## src/rtl/intc_pkg.sv

```systemverilog
// Shared types, constants and helpers for the prioritised interrupt controller.
package intc_pkg;

  // Default parameter values for the controller.
  localparam int DEF_NUM_GRP   = 3;
  localparam int DEF_NUM_CH    = 9;
  localparam bit DEF_EDGE_MODE = 1'b1;
  localparam bit DEF_MASK_RST  = 1'b0;

  // Service sequencer states.
  typedef enum logic [1:0] {
    ST_IDLE     = 2'd0,
    ST_PRESENT  = 2'd1,
    ST_COOLDOWN = 2'd2
  } state_e;

  // Index width that never collapses to zero bits for a single group/channel.
  function automatic int clog2_min1(input int n);
    return (n <= 1) ? 1 : $clog2(n);
  endfunction

endpackage

```

## src/rtl/intc_prio_enc.sv

```systemverilog
// Find-first-set over the group-major request vector.
// The lowest flat index wins: lowest group first, then lowest channel in it.
module intc_prio_enc
  import intc_pkg::*;
#(
  parameter int NUM_GRP = DEF_NUM_GRP,
  parameter int NUM_CH  = DEF_NUM_CH
) (
  input  logic [NUM_GRP*NUM_CH-1:0]          vec_i,
  output logic                               any_o,
  output logic [clog2_min1(NUM_GRP)-1:0]     grp_o,
  output logic [clog2_min1(NUM_CH)-1:0]      ch_o
);

  localparam int GW = clog2_min1(NUM_GRP);
  localparam int CW = clog2_min1(NUM_CH);

  // Scan from the highest index down so the last hit is the lowest index.
  always_comb begin
    any_o = 1'b0;
    grp_o = '0;
    ch_o  = '0;
    for (int g = NUM_GRP - 1; g >= 0; g--) begin
      for (int c = NUM_CH - 1; c >= 0; c--) begin
        if (vec_i[g*NUM_CH + c]) begin
          any_o = 1'b1;
          grp_o = GW'(g);
          ch_o  = CW'(c);
        end
      end
    end
  end

endmodule

```

## src/rtl/intc_prio_seq.sv

```systemverilog
// Sequential prioritised interrupt controller: pending capture (edge or
// level), per-request masking, per-channel enable and a valid/ready service
// handshake with a one-cycle cooldown between services.
//
// state     | meaning
// ----------+-----------------------------------------------------------
// IDLE      | no winner presented; latch the arbitration winner if any
// PRESENT   | winner held stable on irq_grp_o/irq_ch_o until accepted
// COOLDOWN  | one dead cycle after an accept, then back to IDLE
module intc_prio_seq
  import intc_pkg::*;
#(
  parameter int NUM_GRP   = DEF_NUM_GRP,
  parameter int NUM_CH    = DEF_NUM_CH,
  parameter bit EDGE_MODE = DEF_EDGE_MODE,
  parameter bit MASK_RST  = DEF_MASK_RST
) (
  input  logic                               clk,
  input  logic                               rst_n,
  input  logic [NUM_GRP*NUM_CH-1:0]          req_i,
  input  logic [NUM_CH-1:0]                  ch_en_i,
  input  logic                               mask_we_i,
  input  logic [NUM_GRP*NUM_CH-1:0]          mask_wdata_i,
  output logic                               irq_valid_o,
  input  logic                               irq_ready_i,
  output logic [clog2_min1(NUM_GRP)-1:0]     irq_grp_o,
  output logic [clog2_min1(NUM_CH)-1:0]      irq_ch_o,
  output logic [NUM_GRP*NUM_CH-1:0]          pend_o
);

  localparam int NR = NUM_GRP * NUM_CH;
  localparam int GW = clog2_min1(NUM_GRP);
  localparam int CW = clog2_min1(NUM_CH);

  localparam logic [1:0] S_IDLE     = ST_IDLE;
  localparam logic [1:0] S_PRESENT  = ST_PRESENT;
  localparam logic [1:0] S_COOLDOWN = ST_COOLDOWN;

  logic [1:0]    state;
  logic [NR-1:0] req_q;
  logic [NR-1:0] pend;
  logic [NR-1:0] pend_nxt;
  logic [NR-1:0] mask;
  logic [NR-1:0] in_svc;
  logic [NR-1:0] in_svc_nxt;
  logic [NR-1:0] elig;
  logic [NR-1:0] clr_vec;
  logic          accept;
  logic          win_any;
  logic [GW-1:0] win_grp;
  logic [CW-1:0] win_ch;

  assign irq_valid_o = (state == S_PRESENT);
  assign accept      = irq_valid_o & irq_ready_i;
  assign pend_o      = pend;
  assign elig        = pend & ~mask & {NUM_GRP{ch_en_i}};

  intc_prio_enc #(
    .NUM_GRP (NUM_GRP),
    .NUM_CH  (NUM_CH)
  ) u_enc (
    .vec_i (elig),
    .any_o (win_any),
    .grp_o (win_grp),
    .ch_o  (win_ch)
  );

  // One-hot of the presented winner, only during the accepting cycle.
  always_comb begin
    clr_vec = '0;
    for (int g = 0; g < NUM_GRP; g++) begin
      for (int c = 0; c < NUM_CH; c++) begin
        clr_vec[g*NUM_CH + c] = accept && (irq_grp_o == GW'(g)) && (irq_ch_o == CW'(c));
      end
    end
  end

  // Next pending / in-service state. In edge mode a new rising edge in the
  // accept cycle outranks the clear. In level mode a serviced bit stays
  // blocked until its request has been seen low; a request already low at
  // accept time needs no block.
  always_comb begin
    pend_nxt   = '0;
    in_svc_nxt = '0;
    if (EDGE_MODE) begin
      pend_nxt   = (pend & ~clr_vec) | (req_i & ~req_q);
      in_svc_nxt = '0;
    end else begin
      pend_nxt   = req_i & ~in_svc & ~clr_vec;
      in_svc_nxt = (in_svc | clr_vec) & req_i;
    end
  end

  // Request history, pending latches, in-service flags and mask register.
  always_ff @(posedge clk or negedge rst_n) begin
    if (!rst_n) begin
      req_q  <= '0;
      pend   <= '0;
      in_svc <= '0;
      mask   <= {NR{MASK_RST}};
    end else begin
      req_q  <= req_i;
      pend   <= pend_nxt;
      in_svc <= in_svc_nxt;
      if (mask_we_i) begin
        mask <= mask_wdata_i;
      end
    end
  end

  // Service sequencer; the winner is latched once and held until accepted.
  always_ff @(posedge clk or negedge rst_n) begin
    if (!rst_n) begin
      state     <= S_IDLE;
      irq_grp_o <= '0;
      irq_ch_o  <= '0;
    end else begin
      case (state)
        S_IDLE: begin
          if (win_any) begin
            irq_grp_o <= win_grp;
            irq_ch_o  <= win_ch;
            state     <= S_PRESENT;
          end
        end
        S_PRESENT: begin
          if (irq_ready_i) begin
            state <= S_COOLDOWN;
          end
        end
        S_COOLDOWN: begin
          state <= S_IDLE;
        end
        default: begin
          state <= S_IDLE;
        end
      endcase
    end
  end

endmodule

```

## config.mk

```make
export PLATFORM = sky130hd
export DESIGN_NAME = intc_prio_seq
export DESIGN_NICKNAME = d
export VERILOG_FILES = /design/src/rtl/intc_pkg.sv /design/src/rtl/intc_prio_enc.sv /design/src/rtl/intc_prio_seq.sv
export SDC_FILE = /design/constraint.sdc
export NUM_CORES = 1
export LEC_CHECK = 0
export ABC_AREA = 1
export CAP_MARGIN = 20
export CORE_MARGIN = 2
export CORE_UTILIZATION = 51
export DETAILED_ROUTE_END_ITERATION = 10
export GPL_TIMING_DRIVEN = 1
export PLACE_DENSITY = 0.84
export REMOVE_ABC_BUFFERS = 1
export SYNTH_ARGS = -nofsm -noshare
export SYNTH_HDL_FRONTEND = slang
export SYNTH_SLANG_ARGS = --single-unit
```

## constraint.sdc

```tcl
create_clock -name clk -period 4.1 [get_ports clk]
set_input_delay 0.82 -clock clk [delete_from_list [all_inputs] [get_ports clk]]
set_output_delay 0.82 -clock clk [all_outputs]
set_load 0.02 [all_outputs]
```

; Yosys cells after proc, flatten, opt, wreduce, memory -nomap -nowiden
; Cells that the tools add are included.
; Widths: inputs -> output; s select.
[totals]
in_bits = 67
word_cells = 147
register_bits = 89
output_inout_bits = 34
[op_classes]
bitwise_logic = 9
n_reduce_logical = 35
n_mux = 84
n_eq_ne = 13
[ops]
columns = operator, count
row1 = $and 27x27->27, 4
row2 = $mux 4, 27
row3 = $not 27->27, 3
row4 = $mux 2, 29
row5 = $logic_and 1x1->1, 30
row6 = $mux 1, 27
row7 = $or 27x27->27, 1
row8 = $eq 4x3->1 const B, 4
row9 = $eq 4x2->1 const B, 2
row10 = $eq 2x1->1 const B, 2
row11 = $eq 4x1->1 const B, 1
row12 = $eq 4x4->1 const B, 1
row13 = $logic_not 2->1, 2
row14 = $logic_not 4->1, 1
row15 = $ne 2x1->1 const B, 2
row16 = $pmux 2 s2, 1
row17 = $reduce_and 2->1, 2
row18 = $eq 2x2->1 const B, 1
row19 = $and 1x1->1, 1

; Logic depth before layout (Yosys ltp)
[depth]
depth_word = 32
depth_mapped = 26
ltp_nobuf = 26

; Cells and area by module
; A second synthesis with hierarchy kept.
[hier_totals]
cells_unflattened = 446
area_unflattened_um2 = 4002.6
[modules_own_cells]
columns = module, seq_area_each_um2, cells_per_inst, n_inst, area_each_um2
row1 = intc_prio_seq, 2227.1, 357, 1, 3618.5
row2 = intc_prio_enc, 0.0, 89, 1, 384.1

; Worst setup path after synthesis
; OpenSTA, ideal clock, no wires.
[synth_timing]
kind = input-to-reg
startpoint = input port ch_en_i[7]
endpoint = register irq_ch_o[0]
stages = 26
t_required_ns = 3.983
setup_ns = 0.117
slack_ns = 2.037
n_path_buf = 0
t_arrival_ns = 1.946
path_cell_list = nand2_1 > nor2_2 > nand2_1 > nand2_1 > nand2_1 > nand2_1 > nand2_1 > nand2_1 > nand2_1 > nand2_1 > nand2_1 > nand2_1 > nand2_1 > nand2_1 > nand2_1 > nand2_1 > nand2_1 > nand2_1 > nand2_1 > nand2_1 > nand2_1 > nand2_1 > nand2_1 > nand2_1 > nand2_1 > nand2_1
[synth_via]
elab_chain_cells = 28
elab_cells_between_ends = 54
cone_classes = mux (52) / bitwise (1) / reduce/logical (1)
[synth_lines]
columns = item, line_no
row1 = "start, declared", intc_prio_seq.sv:21  ; input logic [NUM_CH-1:0] ch_en_i,
row2 = $and 27x27->27 *, intc_prio_seq.sv:56  ; assign elig = pend & ~mask & {NUM_GRP{ch_en_i}};
row3 = $mux 1 (26 in series), intc_prio_enc.sv:25  ; if (vec_i[g*NUM_CH + c]) begin
row4 = $reduce_and 2->1 (no line), n/a
row5 = "end signal, assigned", intc_prio_seq.sv:122  ; irq_ch_o <= win_ch;
row6 = "end, declared", intc_prio_seq.sv:27  ; output logic [clog2_min1(NUM_CH)-1:0] irq_ch_o,
; Mark *: on every way between the ends. The rest lies on a longest branch, timed or not.
; A chain may end at the register's enable or synchronous reset.

; Worst setup path in the final report
[layout_timing]
startpoint = input port ch_en_i[6]
endpoint = register irq_ch_o[0]
[layout_via]
elab_chain_cells = 27
elab_cells_between_ends = 52
cone_classes = mux (50) / bitwise (1) / reduce/logical (1)
[layout_lines]
columns = item, line_no
row1 = $and 27x27->27 *, intc_prio_seq.sv:56
row2 = $mux 1 (25 in series), intc_prio_enc.sv:25
row3 = $reduce_and 2->1 (no line), n/a
; Marks and branches as above.

==> run_results.csv <==
group,metric,value,unit
status,status,"completed",
final_layout,area_growth,36.1,%
logic_synthesis,ys_ff_latch,89,
timing,finalClockSkew,7.39,ps
timing,setup_viol,0,
run,cap_viol_max_count,0,
final_layout,mostFrequentLayoutCells,"99 x clkdlybuf4s50_1, 89 x dfrtp_1, 85 x o21ai_0",
global_route,grt_max_degree,90,
final_layout,layout-drive-gt1-share,4.19,%
timing,worst_pin_slew,526,ps
drt,drt_iter0_drc,258,
floorplanning,die_area,0.00771,sq mm
drt,wl_per_cell,15.2,um
critical_path,max_stage_delay,510,ps
clock_network,cts_hold_buf,0,
clock_network,post_cts_resized,0,
timing,fmax,401,MHz
floorplanning,fp-row-count,30,
clock_network,h-tree-depth,3,
pwr,intPower,0.00140,W
drt,drtAntennaViolNets,0,
critical_path,crit_top_cell,"nand2_1",
floorplanning,die_y,87.8,um
critical_path,r2r_slack,2170,ps
timing,finalSetupTns,0,ps
drt,drt-pass1-iter-count,4,
clock_network,numCtsBuffers,9,
timing,period_needed,2500,ps
pwr,leakage,2.25,nW
clock_network,cts_num_sinks,89,
place,gp_congestion,0.902,
clock_network,tritoncts,"built",
clock_network,clock_latency,360,ps
clock_network,cts_root_buffer,"clkbuf_8",
pwr,total_power,0.00207,W
timing,slew_headroom,64.8,%
critical_path,cp.arrival,2750,ps
critical_path,cp_data_required_time,4360,ps
drt,avgViaCountPerCell,5.11,
drt,wl,9070,um
critical_path,startpoint_type,"input port",
pwr,clkPwrFrac,25.5,%
logic_synthesis,synth_cell_types,19,
global_route,track_usage,25.3,%
final_layout,layout_commonest_cell,"clkdlybuf4s50_1",
critical_path,path_max_fanout,3,
drt,drc,0,
pwr,switching_power,0.000664,W
place,dp_hpwl,6550,um
global_route,grt_pass1_wl,14400,um
critical_path,crit_path_end_kind,"flop",
timing,hold_violations,0,
critical_path,critical_path.slowest_cell,"clkdlybuf4s50_1",
critical_path,critPathBufInv,1,
pwr,power.density,424,mW/mm^2
place,port_buffers,100,
logic_synthesis,netlist_area,0.00358,sq mm
critical_path,path_class,"in -> reg",
timing,maxSlewViolCount,0,
final_layout,n_fill_cell,526,
timing,rsz0062_at_grt,"false",
pwr,ir_drop,202,uV
pwr,pwr-share-comb,25.2,%
critical_path,crit_family,"simple AND/OR/NAND/NOR gates",
timing,finalCritPeriodShare,60.9,%
place,post_dp_cell_area,0.00469,sq mm
floorplanning,initial_core_util,52.8,%
floorplanning,die_w,87.8,um
pwr,pwr-share-seq,49.3,%
final_layout,fin_area,0.00488,sq mm
logic_synthesis,ys_warn_count,0,
logic_synthesis,ys_seq_area_share,62.1,%
final_layout,fin_nets,564,
global_route,grt_pass1_vias,3124,
logic_synthesis,syn_inst,390,
floorplanning,ios,101,
final_layout,fin_util,71.8,%
floorplanning,core_region_area,0.00679,sq mm
logic_synthesis,synth_area_per_cell,9.19,sq um
timing,whs,296,ps
global_route,overflow,0,
clock_network,clk_pin_slew,80,ps
clock_network,clk_path_buf_depth,2,
drt,via_count,3052,
global_route,antenna_found_initial,0,
clock_network,cts_setup_buffers,0,
final_layout,antenna_cells,0,
pwr,p_sw_share,32.1,%
hold_path,min_path_type,"in -> async",
## layer usage
metal  global-route usage, %  up-vias  share of wire, %
li1                        -     1475                 -
met1                    33.0     1448                44
met2                    41.5      114                48
met3                    5.18       15               6.5
met4                    10.6        0               1.3
met5                       0        -                 0
## state kept, by name (all words and copies together), names as in the netlist
register,cells
irq_ch_o,4
state,2
irq_grp_o,2
mask,27
req_q,27
pend_o,27
## layout make-up
type                       count  area [sq um]  share of cell area (%)
clock buffer                  11           141                    2.90
multi-input combinational    228          1080                    22.2
clock inverter                 4          20.0                   0.410
tap                           96           120                    2.46
sequential                    89          2230                    45.7
timing repair buffer         102          1030                    21.2
inverter                      67           251                    5.16
## cell usage after synthesis
library cell / count / share of area, %
o21ai_1: 1 / 0.14
a21oi_1: 2 / 0.28
o32ai_1: 1 / 0.24
o22ai_1: 2 / 0.35
clkbuf_1: 6 / 0.63
nand4_1: 1 / 0.17
mux2_2: 1 / 0.31
nand3_1: 37 / 5.2
nand2_1: 74 / 7.7
nand3_4: 2 / 0.98
a31oi_1: 4 / 0.70
o21ai_0: 85 / 12
nor3_1: 2 / 0.28
o31ai_1: 1 / 0.21
dfrtp_1: 89 / 62
a41oi_1: 1 / 0.24
nor2_1: 13 / 1.4
nor2_2: 1 / 0.17
inv_1: 67 / 7.0
## power groups by stage
stage / clock [W] / sequential, W / combinational [W]
2_1_floorplan: 0 / 0.00107 / 0.000212
3_5_place_dp: 0 / 0.00104 / 0.000516
6_report: 0.000527 / 0.00102 / 0.000521
5_1_grt: 0.000571 / 0.00103 / 0.000578
4_1_cts: 0.000531 / 0.00102 / 0.000519
3_3_place_gp: 0 / 0.00103 / 0.000503
## worst paths after layout
| check | from | to | cells past startpoint |
|---|---|---|---|
| setup / recovery | ch_en_i[6] | irq_ch_o[0] | 26 |
| hold / removal | rst_n | pend_o[1] | 1 |
| setup reg to reg | mask[24] | irq_ch_o[0] | 26 |
| hold reg to reg | req_q[14] | pend_o[14] | 1 |
| max in group asynchronous | rst_n | req_q[14] | 2 |
| min in group clk | req_q[14] | pend_o[14] | 1 |
## stage by stage
step | std cells | setup WS [ps]
6_report | 597 | 1600
5_1_grt | 597 | 1410
4_1_cts | 596 | 1640
3_5_place_dp | 581 | 1290
3_3_place_gp | 581 | 1360
2_1_floorplan | 384 | 2040
## cells by family after synthesis
| group | share of synthesized area [%] |
|---|---|
| AND/OR/NAND/NOR | 15.9 |
| AO/OA/AOI/OAI | 14.0 |
| flip-flops | 62.1 |
| buffers and inverters | 7.64 |
| multiplexers | 0.314 |
Power figures use the tool's default switching activity.
